### src/rtl/instr_fetch_unit_if.sv
// Signal bundle between instr_fetch_unit, instruction memory and execute.
// With FETCH_PERF_EN defined the bundle also carries the perf counter outputs.
interface instr_fetch_unit_if;
  logic        imem_req;
  logic [31:0] imem_addr;
  logic        imem_rvalid;
  logic [31:0] imem_rdata;
  logic        instr_valid;
  logic        instr_ready;
  logic [31:0] idata;
  logic [31:0] iaddr;
  logic [31:0] imm;
  logic        redirect;
  logic [31:0] redirect_pc;
  logic        fetch_fault;
`ifdef FETCH_PERF_EN
  logic [31:0] perf_fetched;
  logic [31:0] perf_stall;

  modport master (
    output imem_req, imem_addr, instr_valid, idata, iaddr, imm, fetch_fault,
           perf_fetched, perf_stall,
    input  imem_rvalid, imem_rdata, instr_ready, redirect, redirect_pc
  );
  modport slave (
    input  imem_req, imem_addr, instr_valid, idata, iaddr, imm, fetch_fault,
           perf_fetched, perf_stall,
    output imem_rvalid, imem_rdata, instr_ready, redirect, redirect_pc
  );
`else
  modport master (
    output imem_req, imem_addr, instr_valid, idata, iaddr, imm, fetch_fault,
    input  imem_rvalid, imem_rdata, instr_ready, redirect, redirect_pc
  );
  modport slave (
    input  imem_req, imem_addr, instr_valid, idata, iaddr, imm, fetch_fault,
    output imem_rvalid, imem_rdata, instr_ready, redirect, redirect_pc
  );
`endif
endinterface

### src/rtl/instr_fetch_unit.sv
// Single-outstanding instruction fetcher: IDLE -> ISSUE <-> WAIT, HALT on misaligned redirect.
// FETCH_PERF_EN adds saturating accepted-instruction and stall-cycle counters.
module instr_fetch_unit #(
  parameter logic [31:0] RESET_PC = 32'h0000_0000,
  parameter int unsigned PC_STEP  = 4
) (
  input  logic               clk,
  input  logic               reset,
  instr_fetch_unit_if.master bus
);
  typedef enum logic [1:0] {S_IDLE, S_ISSUE, S_WAIT, S_HALT} state_t;

  state_t      r_state;
  logic [31:0] r_pc;
  logic [31:0] r_addr;
  logic [31:0] r_idata;
  logic [31:0] r_iaddr;
  logic        r_req;
  logic        r_valid;
  logic        r_fault;
  logic        r_drop;

  logic w_accept;
  logic w_slot_free;
  logic w_outstanding;
  logic w_misaligned;
  logic w_redirect;

  assign w_accept      = r_valid && bus.instr_ready;
  assign w_slot_free   = !r_valid || bus.instr_ready;
  assign w_outstanding = (r_state == S_WAIT) || r_drop;
  assign w_misaligned  = (bus.redirect_pc[1:0] != 2'b00);
  assign w_redirect    = bus.redirect && (r_state != S_HALT);

  always_ff @(posedge clk or posedge reset) begin
    if (reset) begin
      r_state <= S_IDLE;
      r_pc    <= RESET_PC;
      r_addr  <= 32'h0;
      r_idata <= 32'h0;
      r_iaddr <= 32'h0;
      r_req   <= 1'b0;
      r_valid <= 1'b0;
      r_fault <= 1'b0;
      r_drop  <= 1'b0;
    end else begin
      r_req <= 1'b0;
      if (r_drop && bus.imem_rvalid)
        r_drop <= 1'b0;
      if (w_redirect) begin
        r_valid <= 1'b0;
        // A response arriving on the redirect edge is simply discarded; otherwise
        // the still-pending response must be swallowed when it returns.
        if (w_outstanding && !bus.imem_rvalid)
          r_drop <= 1'b1;
        if (w_misaligned) begin
          r_fault <= 1'b1;
          r_state <= S_HALT;
        end else begin
          r_pc    <= bus.redirect_pc;
          r_state <= S_ISSUE;
        end
      end else begin
        if (w_accept)
          r_valid <= 1'b0;
        case (r_state)
          S_IDLE: r_state <= S_ISSUE;
          S_ISSUE: begin
            if (w_slot_free && !r_drop) begin
              r_req   <= 1'b1;
              r_addr  <= r_pc;
              r_pc    <= r_pc + PC_STEP;
              r_state <= S_WAIT;
            end
          end
          S_WAIT: begin
            if (bus.imem_rvalid) begin
              r_valid <= 1'b1;
              r_idata <= bus.imem_rdata;
              r_iaddr <= r_addr;
              r_state <= S_ISSUE;
            end
          end
          S_HALT:  r_state <= S_HALT;
          default: r_state <= S_IDLE;
        endcase
      end
    end
  end

  assign bus.imem_req    = r_req;
  assign bus.imem_addr   = r_addr;
  assign bus.instr_valid = r_valid;
  assign bus.idata       = r_idata;
  assign bus.iaddr       = r_iaddr;
  assign bus.imm         = {{20{r_idata[31]}}, r_idata[31:20]};
  assign bus.fetch_fault = r_fault;

`ifdef FETCH_PERF_EN
  logic [31:0] r_perf_fetched;
  logic [31:0] r_perf_stall;

  // An accept coinciding with a redirect is lost, so it is not counted.
  always_ff @(posedge clk or posedge reset) begin
    if (reset) begin
      r_perf_fetched <= 32'h0;
      r_perf_stall   <= 32'h0;
    end else begin
      if (w_accept && !w_redirect && (r_perf_fetched != 32'hFFFF_FFFF))
        r_perf_fetched <= r_perf_fetched + 32'd1;
      if (r_valid && !bus.instr_ready && (r_perf_stall != 32'hFFFF_FFFF))
        r_perf_stall <= r_perf_stall + 32'd1;
    end
  end

  assign bus.perf_fetched = r_perf_fetched;
  assign bus.perf_stall   = r_perf_stall;
`endif
endmodule

### src/flat_wrapper.sv
// flat-port wrapper written by rule: the top's interface ports become plain ports
module instr_fetch_unit_flat 
#(
  parameter logic [31:0] RESET_PC = 32'h0000_0000,
  parameter int unsigned PC_STEP  = 4
)
  (clk, reset, bus_imem_req, bus_imem_addr, bus_instr_valid, bus_idata, bus_iaddr, bus_imm, bus_fetch_fault, bus_imem_rvalid, bus_imem_rdata, bus_instr_ready, bus_redirect, bus_redirect_pc);
  instr_fetch_unit_if bus_i ();
  input  logic clk;
  input  logic reset;
  output wire logic [$bits(bus_i.imem_req)-1:0] bus_imem_req;
  output wire logic [$bits(bus_i.imem_addr)-1:0] bus_imem_addr;
  output wire logic [$bits(bus_i.instr_valid)-1:0] bus_instr_valid;
  output wire logic [$bits(bus_i.idata)-1:0] bus_idata;
  output wire logic [$bits(bus_i.iaddr)-1:0] bus_iaddr;
  output wire logic [$bits(bus_i.imm)-1:0] bus_imm;
  output wire logic [$bits(bus_i.fetch_fault)-1:0] bus_fetch_fault;
  input wire logic [$bits(bus_i.imem_rvalid)-1:0] bus_imem_rvalid;
  input wire logic [$bits(bus_i.imem_rdata)-1:0] bus_imem_rdata;
  input wire logic [$bits(bus_i.instr_ready)-1:0] bus_instr_ready;
  input wire logic [$bits(bus_i.redirect)-1:0] bus_redirect;
  input wire logic [$bits(bus_i.redirect_pc)-1:0] bus_redirect_pc;
  assign bus_imem_req = bus_i.imem_req;
  assign bus_imem_addr = bus_i.imem_addr;
  assign bus_instr_valid = bus_i.instr_valid;
  assign bus_idata = bus_i.idata;
  assign bus_iaddr = bus_i.iaddr;
  assign bus_imm = bus_i.imm;
  assign bus_fetch_fault = bus_i.fetch_fault;
  assign bus_i.imem_rvalid = bus_imem_rvalid;
  assign bus_i.imem_rdata = bus_imem_rdata;
  assign bus_i.instr_ready = bus_instr_ready;
  assign bus_i.redirect = bus_redirect;
  assign bus_i.redirect_pc = bus_redirect_pc;
  instr_fetch_unit #(.RESET_PC(RESET_PC), .PC_STEP(PC_STEP)) u_core (.clk(clk), .reset(reset), .bus(bus_i));
endmodule
### config.mk
export PLATFORM = sky130hd
export DESIGN_NAME = instr_fetch_unit_flat
export DESIGN_NICKNAME = d
export VERILOG_FILES = /design/src/rtl/instr_fetch_unit_if.sv /design/src/rtl/instr_fetch_unit.sv /design/src/flat_wrapper.sv
export SDC_FILE = /design/constraint.sdc
export NUM_CORES = 1
export LEC_CHECK = 0
export CAP_MARGIN = 20
export CORE_AREA = 2 2 113 115
export DETAILED_ROUTE_END_ITERATION = 8
export DIE_AREA = 0 0 115 117
export PLACE_DENSITY_LB_ADDON = 0.2
export SYNTH_ARGS = -nofsm -noshare
export SYNTH_HDL_FRONTEND = slang
export SYNTH_SLANG_ARGS = --single-unit
### constraint.sdc
create_clock -name clk -period 6.2 [get_ports clk]
set_clock_uncertainty 0.05 [all_clocks]
set_input_delay 0.62 -clock clk [delete_from_list [all_inputs] [get_ports clk]]
set_output_delay 0.62 -clock clk [all_outputs]
set_load 0.01 [all_outputs]
**Word level (Yosys, flattened, before mapping)**

Cells that the tools add are included.
Widths: inputs -> output; s select.

- Flip-flop bits (word level): 134
- Input port bits: 69
- Logic and storage cells: 56

- $add $sub $neg: 1
- Equality and inequality tests: 7
- Muxes and demuxes: 19
- Bitwise gates (word level): 1
- Reductions and logical operators: 19

Operators with widths:

| kind | number |
|---|---|
| $mux 32 | 4 |
| $add 32x3->32 const B | 1 |
| $mux 1 | 10 |
| $reduce_and 3->1 | 3 |
| $mux 2 | 4 |
| $pmux 2 s4 | 1 |
| $reduce_bool 2->1 | 3 |
| $logic_and 1x1->1 | 5 |
| $eq 2x2->1 const B | 2 |
| $ne 2x2->1 const B | 2 |
| $reduce_and 2->1 | 2 |
| $logic_not 1->1 | 3 |
| $ne 3x1->1 const B | 1 |
| $ne 3x2->1 const B | 1 |
| $eq 2x1->1 const B | 1 |
| $logic_not 2->1 | 1 |
| $logic_or 1x1->1 | 2 |
| $not 1->1 | 1 |

**Logic depth before layout (Yosys ltp)**

Gate-level depths: netlist of run 1.

- Depth after elaboration: 6
- Gate-level depth with buffers: 7

**Worst setup path after synthesis of run 1**

Ideal clock, no wire load.

- Path kind: in2reg
- From: input port bus_instr_ready
- To: register u_core.r_pc[22]
- Data arrival time: 1869 ps
- Path slack: 4160 ps
- Stages: 5
- Cells stage by stage: nor2b_1 or4_4 buf_2 o32a_1 o22a_1

- Word-level cells in the longest chain between the ends: 4

Ends and longest elaborated chain:

| what | line | source |
|---|---|---|
| start, declared | flat_wrapper.sv:20 | `input wire logic [$bits(bus_i.instr_ready)-1:0] bus_instr_ready;` |
| $logic_or 1x1->1 | instr_fetch_unit.sv:30 | `assign w_slot_free = !r_valid \|\| bus.instr_ready;` |
| $logic_and 1x1->1 | instr_fetch_unit.sv:69 | `if (w_slot_free && !r_drop) begin` |
| $reduce_bool 2->1 (no line) | - |  |
| $reduce_and 3->1 (no line) | - |  |
| end signal, assigned | instr_fetch_unit.sv:60 | `r_pc <= bus.redirect_pc;` |
| end signal, assigned | instr_fetch_unit.sv:72 | `r_pc <= r_pc + PC_STEP;` |
| end, declared | instr_fetch_unit.sv:14 | `logic [31:0] r_pc;` |

No other way between the ends.
A chain may end at the register's enable or synchronous reset.

**Worst setup path after layout of run 1**

- From: input port bus_redirect
- To: register u_core.r_pc[30]

- Word-level cells in the longest chain between the ends: 3
- Elaborated cells on any way between the ends: 6
- Classes of those cells: eq/ne (1); mux (1); reduce/logical (4)

Ends and longest elaborated chain:

| what | line | source |
|---|---|---|
| start, declared | flat_wrapper.sv:21 | `input wire logic [$bits(bus_i.redirect)-1:0] bus_redirect;` |
| $logic_and 1x1->1 * | instr_fetch_unit.sv:33 | `assign w_redirect = bus.redirect && (r_state != S_HALT);` |
| $ne 2x2->1 (no line) / $reduce_bool 2->1 (equally long branches) | - |  |
| $reduce_and 3->1 (no line) | - |  |

Mark *: on every way between the ends. The rest lies on a longest branch, timed or not.

==> flow_metrics.env, run 1 <==
export IMPL_share_comb_of_total_power=0.177
export IMPL_timing_critical_path_arrival_ns=3.50
export IMPL_switching_share_of_power=0.255
export IMPL_worst_setup_path_type="in2reg"
export IMPL_floorplan_initialDensity=0.490
export IMPL_num_nets_final=796
export IMPL_grt_antenna_before_repair=0
export IMPL_remaining_design_rule_violation_count=0
export IMPL_run_status="finished clean"
export IMPL_avgRoutedWirePerCell_um=17.0
export IMPL_worstMarginPinSlew_ns=0.874
export IMPL_synthesis_area_mm2=0.00603
export IMPL_num_cts_buffers=17
export IMPL_critPathLaunchType="input port"
export IMPL_place_detailed_hpwl_um=10400
export IMPL_worst_r2r_cell_count=6
export IMPL_power_switching_uw=622
export IMPL_die_area_mm2=0.0135
export IMPL_cts_setup_buffers=0
export IMPL_clk_pin_slew_ns=0.06
export IMPL_global_route_wire_length_before_repair_um=23100
export IMPL_sequential_fraction_of_the_synthesis_area=0.556
export IMPL_clock_insertion_delay_worst_skew_ns=0.41
export IMPL_timing_critical_path_fanout_max=49
export IMPL_total_number_of_yosys_warnings=0
export IMPL_port_buffers=199
export IMPL_endpoint_of_the_most_critical_register_to_register_path="u_core.r_pc[30]$_DFFE_PP0P_"
export IMPL_ant_nets=0
export IMPL_yosys_register_bits=134
export IMPL_timing_final_hold_violations=0
export IMPL_yosys_area_top_type="sky130_fd_sc_hd__dfrtp_1"
export IMPL_routabilityCongestion=0.790
export IMPL_setup_tns_final_ns=0
export IMPL_r2r_start="u_core.r_state[1]$_DFFE_PP0P_"
export IMPL_maxCapViolations=0
export IMPL_internal_power_summed_over_all_cells_uw=1810
export IMPL_first_drt_iteration_drcs=274
export IMPL_leading_cell_types_by_count_after_synthesis="sky130_fd_sc_hd__dfrtp_1 (134), sky130_fd_sc_hd__nand2_1 (123), sky130_fd_sc_hd__mux2_2 (64), sky130_fd_sc_hd__buf_4 (34), sky130_fd_sc_hd__a21oi_1 (32)"
export IMPL_pin_count=200
export IMPL_cellLeakagePower_uw=0.00382
export IMPL_clockPowerShare=0.380
export IMPL_number_of_enable_type_register_cells_in_the_synthesized_netlist=0
export IMPL_totalWireLength_um=15100
export IMPL_core_area_mm2=0.0123
export IMPL_cts_sinks=134
export IMPL_syn_avg_cell_area_um2=10.6
export IMPL_clock_path_buffers=2
export IMPL_grt_max_degree=71
export IMPL_cts_htree_levels=4
export IMPL_max_slew_margin=0.417
export IMPL_netlist_top_cells_area="sky130_fd_sc_hd__dfrtp_1 (56%), sky130_fd_sc_hd__mux2_2 (12%), sky130_fd_sc_hd__nand2_1 (7.7%)"
export IMPL_min_delay_path_class="reg2reg"
export IMPL_dr_pass1_iters=5
export IMPL_dp_slack_ns=2.41
export IMPL_post_route_worst_setup_slack_ns=2.91
export IMPL_rsz0062_at_grt="no"
export IMPL_grt_total_usage=0.223
export IMPL_pwr_share_seq=0.442
export IMPL_synth_most_common_cell="sky130_fd_sc_hd__dfrtp_1"
export IMPL_crit_end="u_core.r_pc[30]$_DFFE_PP0P_"
export IMPL_antenna_diode_count=0
export IMPL_cts_tree="built"
export IMPL_worst_ir_drop_vdd_mv=0.219
export IMPL_critical_path_endpoint_category="flop"
export IMPL_dr_total_vias=4843
export IMPL_fin_crit_sh=0.531
export IMPL_syn_to_final_growth_pct=39.8
export IMPL_globalRoute_totalOverflow=0
export IMPL_yosys_area_top_type_share=0.556
export IMPL_proportion_of_synthesized_flip_flops_having_asynchronous_set_or_reset=1.00
export IMPL_vias_cell=5.47
export IMPL_postCtsHoldBufs=0
export IMPL_die_h_um=117
export IMPL_placement_rows=41
export IMPL_post_cts_resized_instances=0
export IMPL_timing_reg2reg_setup_slack_ns=3.22
export IMPL_cts_root_buf="sky130_fd_sc_hd__clkbuf_16"
export IMPL_crit_start="bus_redirect"
export IMPL_final_period_minus_worst_setup_slack_ns=3.29
export IMPL_hold_path_startpoint="u_core.bus.fetch_fault$_DFFE_PP0P_"
export IMPL_max_freq_ghz=0.304
export IMPL_timing_max_transition_violations_final=0
export IMPL_synth_cells=568
export IMPL_die_x_um=115
export IMPL_mappedNetlistNets=638
export IMPL_synth_cell_types=55
export IMPL_report_final_setup_viol=0
export IMPL_worst_endpoint_required_ns=6.41
export IMPL_number_of_global_route_vias_before_repair=4565
export IMPL_yosys_most_used_dff="sky130_fd_sc_hd__dfrtp_1"
export IMPL_drive_above_1_share=0.141
export IMPL_power_density_mw_per_mm2=289
-- logic make-up (layout without fill, tap and decap cells) --
logic type,count (synthesis),in the layout,share of synthesized area
and+or+nand+nor,207,207,0.158
DFF,134,134,0.556
AOI/OAI and AO/OA,89,89,0.0917
buffers and inverters,70,237,0.0676
muxes,67,67,0.124
adders and majority gates,1,1,0.00207
-- worst min-delay path by stage --
stage                     slack (ns)                                  end  cells after the start
final                           0.43   u_core.bus.fetch_fault$_DFFE_PP0P_                      1
after global routing            0.45           u_core.r_pc[0]$_DFFE_PP0P_                      1
after CTS                       0.43   u_core.bus.fetch_fault$_DFFE_PP0P_                      1
after detailed placement        0.42   u_core.bus.fetch_fault$_DFFE_PP0P_                      1
after global placement          0.42   u_core.bus.fetch_fault$_DFFE_PP0P_                      1
after floorplan                 0.38  u_core.bus.imem_addr[0]$_DFFE_PP0P_                      2
-- placed cells by master, fill, tap and decap left out, drive strengths merged, types with 6 or more instances in the layout --
cell type,synthesis,layout
nor2,18,18
mux2,64,64
inv,6,6
clkdlybuf4s50,0,199
nand4,8,8
o21ai,17,17
o22ai,10,10
and3,6,6
nand2,123,123
nand3,15,15
dfrtp,134,134
a21oi,32,32
clkbuf,17,23
nor3,14,14
-- sequential cells by signal, indices dropped and copies added, names as in the netlist --
signal	flops
u_core.bus.imem_req	1
u_core.bus.idata	32
u_core.bus.imem_addr	32
u_core.r_state	2
u_core.r_drop	1
u_core.bus.fetch_fault	1
u_core.bus.instr_valid	1
u_core.bus.iaddr	32
u_core.r_pc	32
-- power groups by stage --
stage	clock, uW	sequential [uW]	combinational [uW]
final	926	1080	432
after global routing	980	1090	470
after CTS	940	1080	437
after detailed placement	0	1090	433
after global placement	0	1080	426
after floorplan	0	1100	178
-- worst max-delay path: stages --
cell                              delay (ns)
sky130_fd_sc_hd__clkdlybuf4s50_1        0.57
sky130_fd_sc_hd__or4_4                  0.87
sky130_fd_sc_hd__inv_2                  0.55
sky130_fd_sc_hd__nor2_1                 0.28
sky130_fd_sc_hd__o311ai_1               0.41
sky130_fd_sc_hd__o311ai_1               0.18
-- per-layer routing --
metal / part of all wire / GRT usage
met1: 0.42 / 0.279
met4: 0.018 / 0.0892
met5: 0 / 0
met3: 0.066 / 0.0505
met2: 0.50 / 0.377
-- through the flow --
| step | power (uW) | cell area [um2] | cells | util | hold slack [ns] |
|---|---|---|---|---|---|
| after floorplan | 1280 | 6030 | 568 | - | 0.380 |
| after global placement | 1510 | 7870 | 856 | 0.639 | 0.418 |
| after detailed placement | 1520 | 7870 | 856 | 0.639 | 0.419 |
| after CTS | 2450 | 8410 | 884 | 0.683 | 0.432 |
| after global routing | 2540 | 8430 | 885 | 0.685 | 0.453 |
| final | 2430 | 8430 | 885 | 0.685 | 0.427 |
-- final cells by class --
class | count | area (um2)
Timing Repair Buffer | 203 | 2040
Tap cell | 150 | 188
Multi-Input combinational cell | 364 | 2280
Sequential cell | 134 | 3350
Fill cell | 946 | 3880
Inverter | 6 | 27.5
Clock inverter | 5 | 50.0
Clock buffer | 23 | 488
Power figures use the tool's default switching activity.
==> run 2: changes to the inputs <==
- CORE_AREA: 2 2 113 115 -> 2 2 118 120
- DIE_AREA: 0 0 115 117 -> 0 0 120 122
- clock period: 6.2 -> 3.2 ns (I/O delays scaled with it)
==> flow_metrics.env, run 2 (synthesis gave the netlist of run 1 again) <==
export IMPL_global_route_wire_length_before_repair_um=24000
export IMPL_num_cts_buffers=17
export IMPL_mostFrequentLayoutCells="sky130_fd_sc_hd__clkdlybuf4s50_1 (199), sky130_fd_sc_hd__dfrtp_1 (134), sky130_fd_sc_hd__nand2_1 (123), sky130_fd_sc_hd__mux2_2 (64), sky130_fd_sc_hd__a21oi_1 (32)"
export IMPL_rsz0062_at_grt="no"
export IMPL_num_nets_final=805
export IMPL_worst_ir_drop_vdd_mv=0.352
export IMPL_core_area_mm2=0.0135
export IMPL_ant_nets=0
export IMPL_dp_slack_ns=0.522
export IMPL_avgRoutedWirePerCell_um=16.3
export IMPL_number_of_global_route_vias_before_repair=4704
export IMPL_switching_share_of_power=0.254
export IMPL_vias_cell=5.27
export IMPL_worst_endpoint_required_ns=3.44
export IMPL_totalWireLength_um=15100
export IMPL_commonest_non_fill_non_tap_cell_in_the_layout="sky130_fd_sc_hd__clkdlybuf4s50_1"
export IMPL_crit_start="u_core.r_state[1]$_DFFE_PP0P_"
export IMPL_internal_power_summed_over_all_cells_uw=3700
export IMPL_cts_tree="built"
export IMPL_final_period_minus_worst_setup_slack_ns=2.30
export IMPL_timing_final_hold_violations=0
export IMPL_cts_htree_levels=4
export IMPL_cts_setup_buffers=0
export IMPL_clock_insertion_delay_worst_skew_ns=0.42
export IMPL_timing_critical_path_fanout_max=16
export IMPL_clock_path_buffers=2
export IMPL_report_final_setup_viol=0
export IMPL_post_cts_resized_instances=0
export IMPL_postCtsHoldBufs=0
export IMPL_first_drt_iteration_drcs=273
export IMPL_cellLeakagePower_uw=0.00388
export IMPL_antenna_diode_count=0
export IMPL_pin_count=200
export IMPL_r2r_start="u_core.r_state[1]$_DFFE_PP0P_"
export IMPL_syn_to_final_growth_pct=43.2
export IMPL_remaining_design_rule_violation_count=0
export IMPL_pwr_share_seq=0.422
export IMPL_clockPowerShare=0.409
export IMPL_maxCapViolations=0
export IMPL_dr_pass1_iters=4
export IMPL_post_route_worst_setup_slack_ns=0.895
export IMPL_port_buffers=199
export IMPL_finish_utilization=0.640
export IMPL_share_comb_of_total_power=0.169
export IMPL_grt_max_degree=67
export IMPL_timing_max_transition_violations_final=0
export IMPL_critPathLaunchType="flop"
export IMPL_cts_sinks=134
export IMPL_die_area_mm2=0.0146
export IMPL_cts_root_buf="sky130_fd_sc_hd__clkbuf_16"
export IMPL_fin_crit_sh=0.720
export IMPL_run_status="finished clean"
export IMPL_timing_critical_path_arrival_ns=2.55
export IMPL_drive_above_1_share=0.158
export IMPL_placement_rows=43
export IMPL_power_switching_uw=1260
export IMPL_grt_total_usage=0.211
export IMPL_power_density_mw_per_mm2=574
export IMPL_dr_total_vias=4884
export IMPL_place_detailed_hpwl_um=10700
export IMPL_max_slew_margin=0.641
export IMPL_worstMarginPinSlew_ns=0.539
export IMPL_clk_pin_slew_ns=0.06
export IMPL_critical_path_endpoint_category="flop"
export IMPL_routabilityCongestion=0.900
export IMPL_die_x_um=120
export IMPL_setup_tns_final_ns=0
export IMPL_floorplan_initialDensity=0.447
export IMPL_die_h_um=122
export IMPL_worst_setup_path_type="reg2reg"
export IMPL_grt_antenna_before_repair=0
export IMPL_max_freq_ghz=0.434
export IMPL_min_delay_path_class="in2async"
export IMPL_globalRoute_totalOverflow=0
## run 2: cell types whose count changed in the layout (fill, tap and decap cells not counted), sizes merged
cell      previous run  this run
inv                  6         5
buf                  4        13
clkinvlp             0         6
bufinv               1         4
clkbuf              23        18
## run 2: final timing paths
kind                                                        to  slack [ns]  cells after the start
setup / recovery                   u_core.r_pc[29]$_DFFE_PP0P_        0.90                      6
hold / removal                u_core.bus.idata[31]$_DFFE_PP0P_        0.24                      2
setup reg to reg                   u_core.r_pc[29]$_DFFE_PP0P_        0.90                      6
hold reg to reg            u_core.bus.imem_addr[0]$_DFFE_PP0P_        0.42                      2
max in group asynchronous          u_core.r_pc[22]$_DFFE_PP0P_        2.15                      3
min in group clk                   u_core.r_pc[29]$_DFFE_PP0P_        0.42                      3
## run 2: layout make-up
type | instances | area (um2)
clock buffers | 18 | 439
multi-input cells | 364 | 2280
repair buffers | 212 | 2130
flip-flops and latches | 134 | 3350
clock inverters | 13 | 181
inverters | 6 | 26.3
well taps | 180 | 225
fillers | 1079 | 4870
## run 2: power groups by stage
stage	combinational [uW]	clock (uW)	sequential, uW
after floorplan	346	0	2130
after global placement	834	0	2100
after detailed placement	843	0	2120
after CTS	850	2070	2090
after global routing	914	2140	2120
final	838	2030	2090
## run 2: stage by stage
step / instances / instance area, um2 / power [uW] / hold slack (ns)
after CTS: 927 / 8640 / 5010 / 0.257
after floorplan: 568 / 6030 / 2470 / 0.336
after global placement: 896 / 8020 / 2940 / 0.404
after detailed placement: 896 / 8020 / 2960 / 0.402
final: 927 / 8640 / 4960 / 0.244
after global routing: 927 / 8640 / 5180 / 0.280
## run 2: per-layer routing
metal,GRT usage,vias up,share of wire
met1,0.260,2351,0.42
li1,-,2304,-
met3,0.0571,23,0.067
met2,0.348,206,0.49
met4,0.0941,0,0.023
met5,0,-,0
## run 2: worst max-delay path: stages, from the launching register on
cell,delay (ns)
sky130_fd_sc_hd__dfrtp_1,0.45
sky130_fd_sc_hd__nand2b_1,0.20
sky130_fd_sc_hd__or4_4,0.53
sky130_fd_sc_hd__inv_2,0.26
sky130_fd_sc_hd__nor2_1,0.20
sky130_fd_sc_hd__o311ai_1,0.38
sky130_fd_sc_hd__nand3_1,0.11
==> run 3: changes to the inputs <==
- CORE_AREA: 2 2 118 120 -> 2 2 123 125
- DIE_AREA: 0 0 120 122 -> 0 0 125 127
- clock period: 3.2 -> 2.1 ns (I/O delays scaled with it)
==> flow_metrics.env, run 3 (synthesis gave the netlist of run 1 again) <==
export IMPL_syn_to_final_growth_pct=48.2
export IMPL_max_slew_margin=0.645
export IMPL_avgRoutedWirePerCell_um=16.4
export IMPL_drive_above_1_share=0.208
export IMPL_clk_pin_slew_ns=0.06
export IMPL_die_h_um=127
export IMPL_grt_total_usage=0.204
export IMPL_worstMarginPinSlew_ns=0.533
export IMPL_timing_critical_path_arrival_ns=2.27
export IMPL_critical_path_endpoint_category="flop"
export IMPL_commonest_non_fill_non_tap_cell_in_the_layout="sky130_fd_sc_hd__clkdlybuf4s50_1"
export IMPL_worst_r2r_cell_count=5
export IMPL_finalNonFillerCells=967
export IMPL_pwr_share_seq=0.421
export IMPL_postCtsHoldBufs=0
export IMPL_mostFrequentLayoutCells="sky130_fd_sc_hd__clkdlybuf4s50_1 (199), sky130_fd_sc_hd__dfrtp_1 (131), sky130_fd_sc_hd__nand2_1 (122), sky130_fd_sc_hd__mux2_2 (64), sky130_fd_sc_hd__buf_4 (43)"
export IMPL_pin_count=200
export IMPL_timing_max_transition_violations_final=0
export IMPL_critical_path_top_delay_family="compound AO/OA/AOI/OAI gates"
export IMPL_power_density_mw_per_mm2=840
export IMPL_cellLeakagePower_uw=0.00405
export IMPL_vias_cell=5.24
export IMPL_internal_power_summed_over_all_cells_uw=5560
export IMPL_power_switching_uw=1950
export IMPL_cts_tree="built"
export IMPL_switching_share_of_power=0.260
export IMPL_clock_insertion_delay_worst_skew_ns=0.42
export IMPL_grt_max_degree=97
export IMPL_grt_antenna_before_repair=0
export IMPL_final_period_minus_worst_setup_slack_ns=2.00
export IMPL_clock_path_buffers=2
export IMPL_dr_total_vias=5067
export IMPL_max_freq_ghz=0.499
export IMPL_timing_critical_path_fanout_max=8
export IMPL_ant_nets=0
export IMPL_core_area_mm2=0.0144
export IMPL_global_route_wire_length_before_repair_um=25800
export IMPL_cts_root_buf="sky130_fd_sc_hd__clkbuf_16"
export IMPL_die_x_um=125
export IMPL_worst_setup_path_type="reg2reg"
export IMPL_port_buffers=199
export IMPL_die_area_mm2=0.0159
export IMPL_maxCapViolations=0
export IMPL_critPathMaxStageDelay_ns=0.55
export IMPL_critPathLaunchType="flop"
export IMPL_post_layout_total_power_uw=7500
export IMPL_routabilityCongestion=0.878
export IMPL_num_cts_buffers=17
export IMPL_report_final_setup_viol=0
export IMPL_crit_end="u_core.r_pc[21]$_DFFE_PP0P_"
export IMPL_floorplan_initialDensity=0.418
export IMPL_totalWireLength_um=15800
export IMPL_share_comb_of_total_power=0.188
export IMPL_worstSetupPathDepth=5
export IMPL_r2r_start="u_core.bus.instr_valid$_DFF_PP0_"
export IMPL_dr_pass1_iters=5
export IMPL_cts_sinks=134
export IMPL_worst_ir_drop_vdd_mv=0.493
export IMPL_rsz0062_at_grt="yes"
export IMPL_antenna_diode_count=0
export IMPL_crit_start="u_core.bus.instr_valid$_DFF_PP0_"
export IMPL_placement_rows=44
export IMPL_critical_path_buf_inv_count=0
export IMPL_fin_crit_sh=0.954
export IMPL_timing_reg2reg_setup_slack_ns=0.1
export IMPL_remaining_design_rule_violation_count=0
export IMPL_num_nets_final=840
export IMPL_fin_hold_ws_ns=0.269
export IMPL_number_of_global_route_vias_before_repair=5119
export IMPL_min_delay_path_class="in2async"
export IMPL_clockPowerShare=0.391
export IMPL_dp_cells=932
export IMPL_place_detailed_hpwl_um=11400
export IMPL_cts_htree_levels=4
export IMPL_endpoint_of_the_most_critical_register_to_register_path="u_core.r_pc[21]$_DFFE_PP0P_"
export IMPL_run_status="finished clean"
export IMPL_first_drt_iteration_drcs=394
export IMPL_timing_final_hold_violations=0
export IMPL_worstPathCellList="nor2b_1 -> or4_4 -> o41ai_1 -> a21oi_1 -> a311oi_1"
export IMPL_globalRoute_totalOverflow=0
export IMPL_worst_endpoint_required_ns=2.36
export IMPL_crit_slowest_cell="sky130_fd_sc_hd__or4_4"
[run 3: changes by cell type in the layout (fill, tap and decap cells not counted), sizes merged]
cell | before | now
clkinv | 4 | 7
bufinv | 4 | 2
clkbuf | 18 | 20
inv | 5 | 6
clkinvlp | 6 | 3
buf | 13 | 48
[run 3: timing repair]
item                                    in CTS  in global routing
resized for setup                            3                  9
gates cloned                                 0                  0
endpoints found under the setup margin       1                 27
pin swaps                                    0                  1
hold endpoints to repair                     0                  0
buffers inserted                             0                  3
[run 3: power groups by stage]
stage	Clock, uW	Combinational (uW)	Sequential (uW)
final	2940	1410	3160
after global routing	3140	1530	3200
after CTS	3000	1390	3150
after detailed placement	0	1380	3200
after global placement	0	1360	3180
after floorplan	0	527	3240
[run 3: layer usage]
| metal | vias to the layer above | part of all wire | global-route usage |
|---|---|---|---|
| met5 | - | 0 | 0 |
| met4 | 0 | 0.023 | 0.0791 |
| met3 | 25 | 0.062 | 0.0498 |
| met2 | 197 | 0.48 | 0.338 |
| met1 | 2482 | 0.43 | 0.260 |
| li1 | 2363 | - | - |
[run 3: worst register-to-register path, stage by stage (launching register included)]
cell                       delay [ns]
sky130_fd_sc_hd__dfrtp_1         0.38
sky130_fd_sc_hd__nor2b_1         0.15
sky130_fd_sc_hd__or4_4           0.55
sky130_fd_sc_hd__o41ai_1         0.38
sky130_fd_sc_hd__a21oi_1         0.12
sky130_fd_sc_hd__a311oi_1        0.27
[run 3: final cells by class]
class / count / area, um2
Multi-Input combinational cell: 364 / 2320
Inverter: 6 / 26.3
Tap cell: 184 / 230
Timing Repair Buffer: 247 / 2410
Fill cell: 1164 / 5490
Clock inverter: 12 / 126
Clock buffer: 20 / 467
Sequential cell: 134 / 3360
[run 3: metrics by stage]
| step | instance area (um2) | worst slack (ns) | TNS [ns] | utilization |
|---|---|---|---|---|
| CTS | 8890 | 0.0195 | 0 | 0.617 |
| global placement | 8290 | -0.0942 | -0.221 | 0.575 |
| global route | 8940 | -0.00894 | -0.00894 | 0.620 |
| floorplan | 6030 | 0.126 | 0 | - |
| detailed placement | 8290 | -0.147 | -3.31 | 0.575 |
| finish | 8940 | 0.0965 | 0 | 0.620 |
[run 3: worst min path at each step]
| stage | endpoint | depth (start not counted) | slack [ns] | startpoint |
|---|---|---|---|---|
| after floorplan | u_core.r_drop$_DFF_PP0_ | 1 | 0.23 | bus_imem_rvalid |
| after global placement | u_core.bus.imem_addr[0]$_DFFE_PP0P_ | 2 | 0.39 | u_core.r_pc[0]$_DFFE_PP0P_ |
| after detailed placement | u_core.bus.imem_addr[0]$_DFFE_PP0P_ | 2 | 0.40 | u_core.r_pc[0]$_DFFE_PP0P_ |
| after CTS | u_core.bus.idata[15]$_DFFE_PP0P_ | 3 | 0.31 | reset |
| after global routing | u_core.bus.idata[11]$_DFFE_PP0P_ | 3 | 0.34 | reset |
| final | u_core.bus.idata[9]$_DFFE_PP0P_ | 3 | 0.27 | reset |
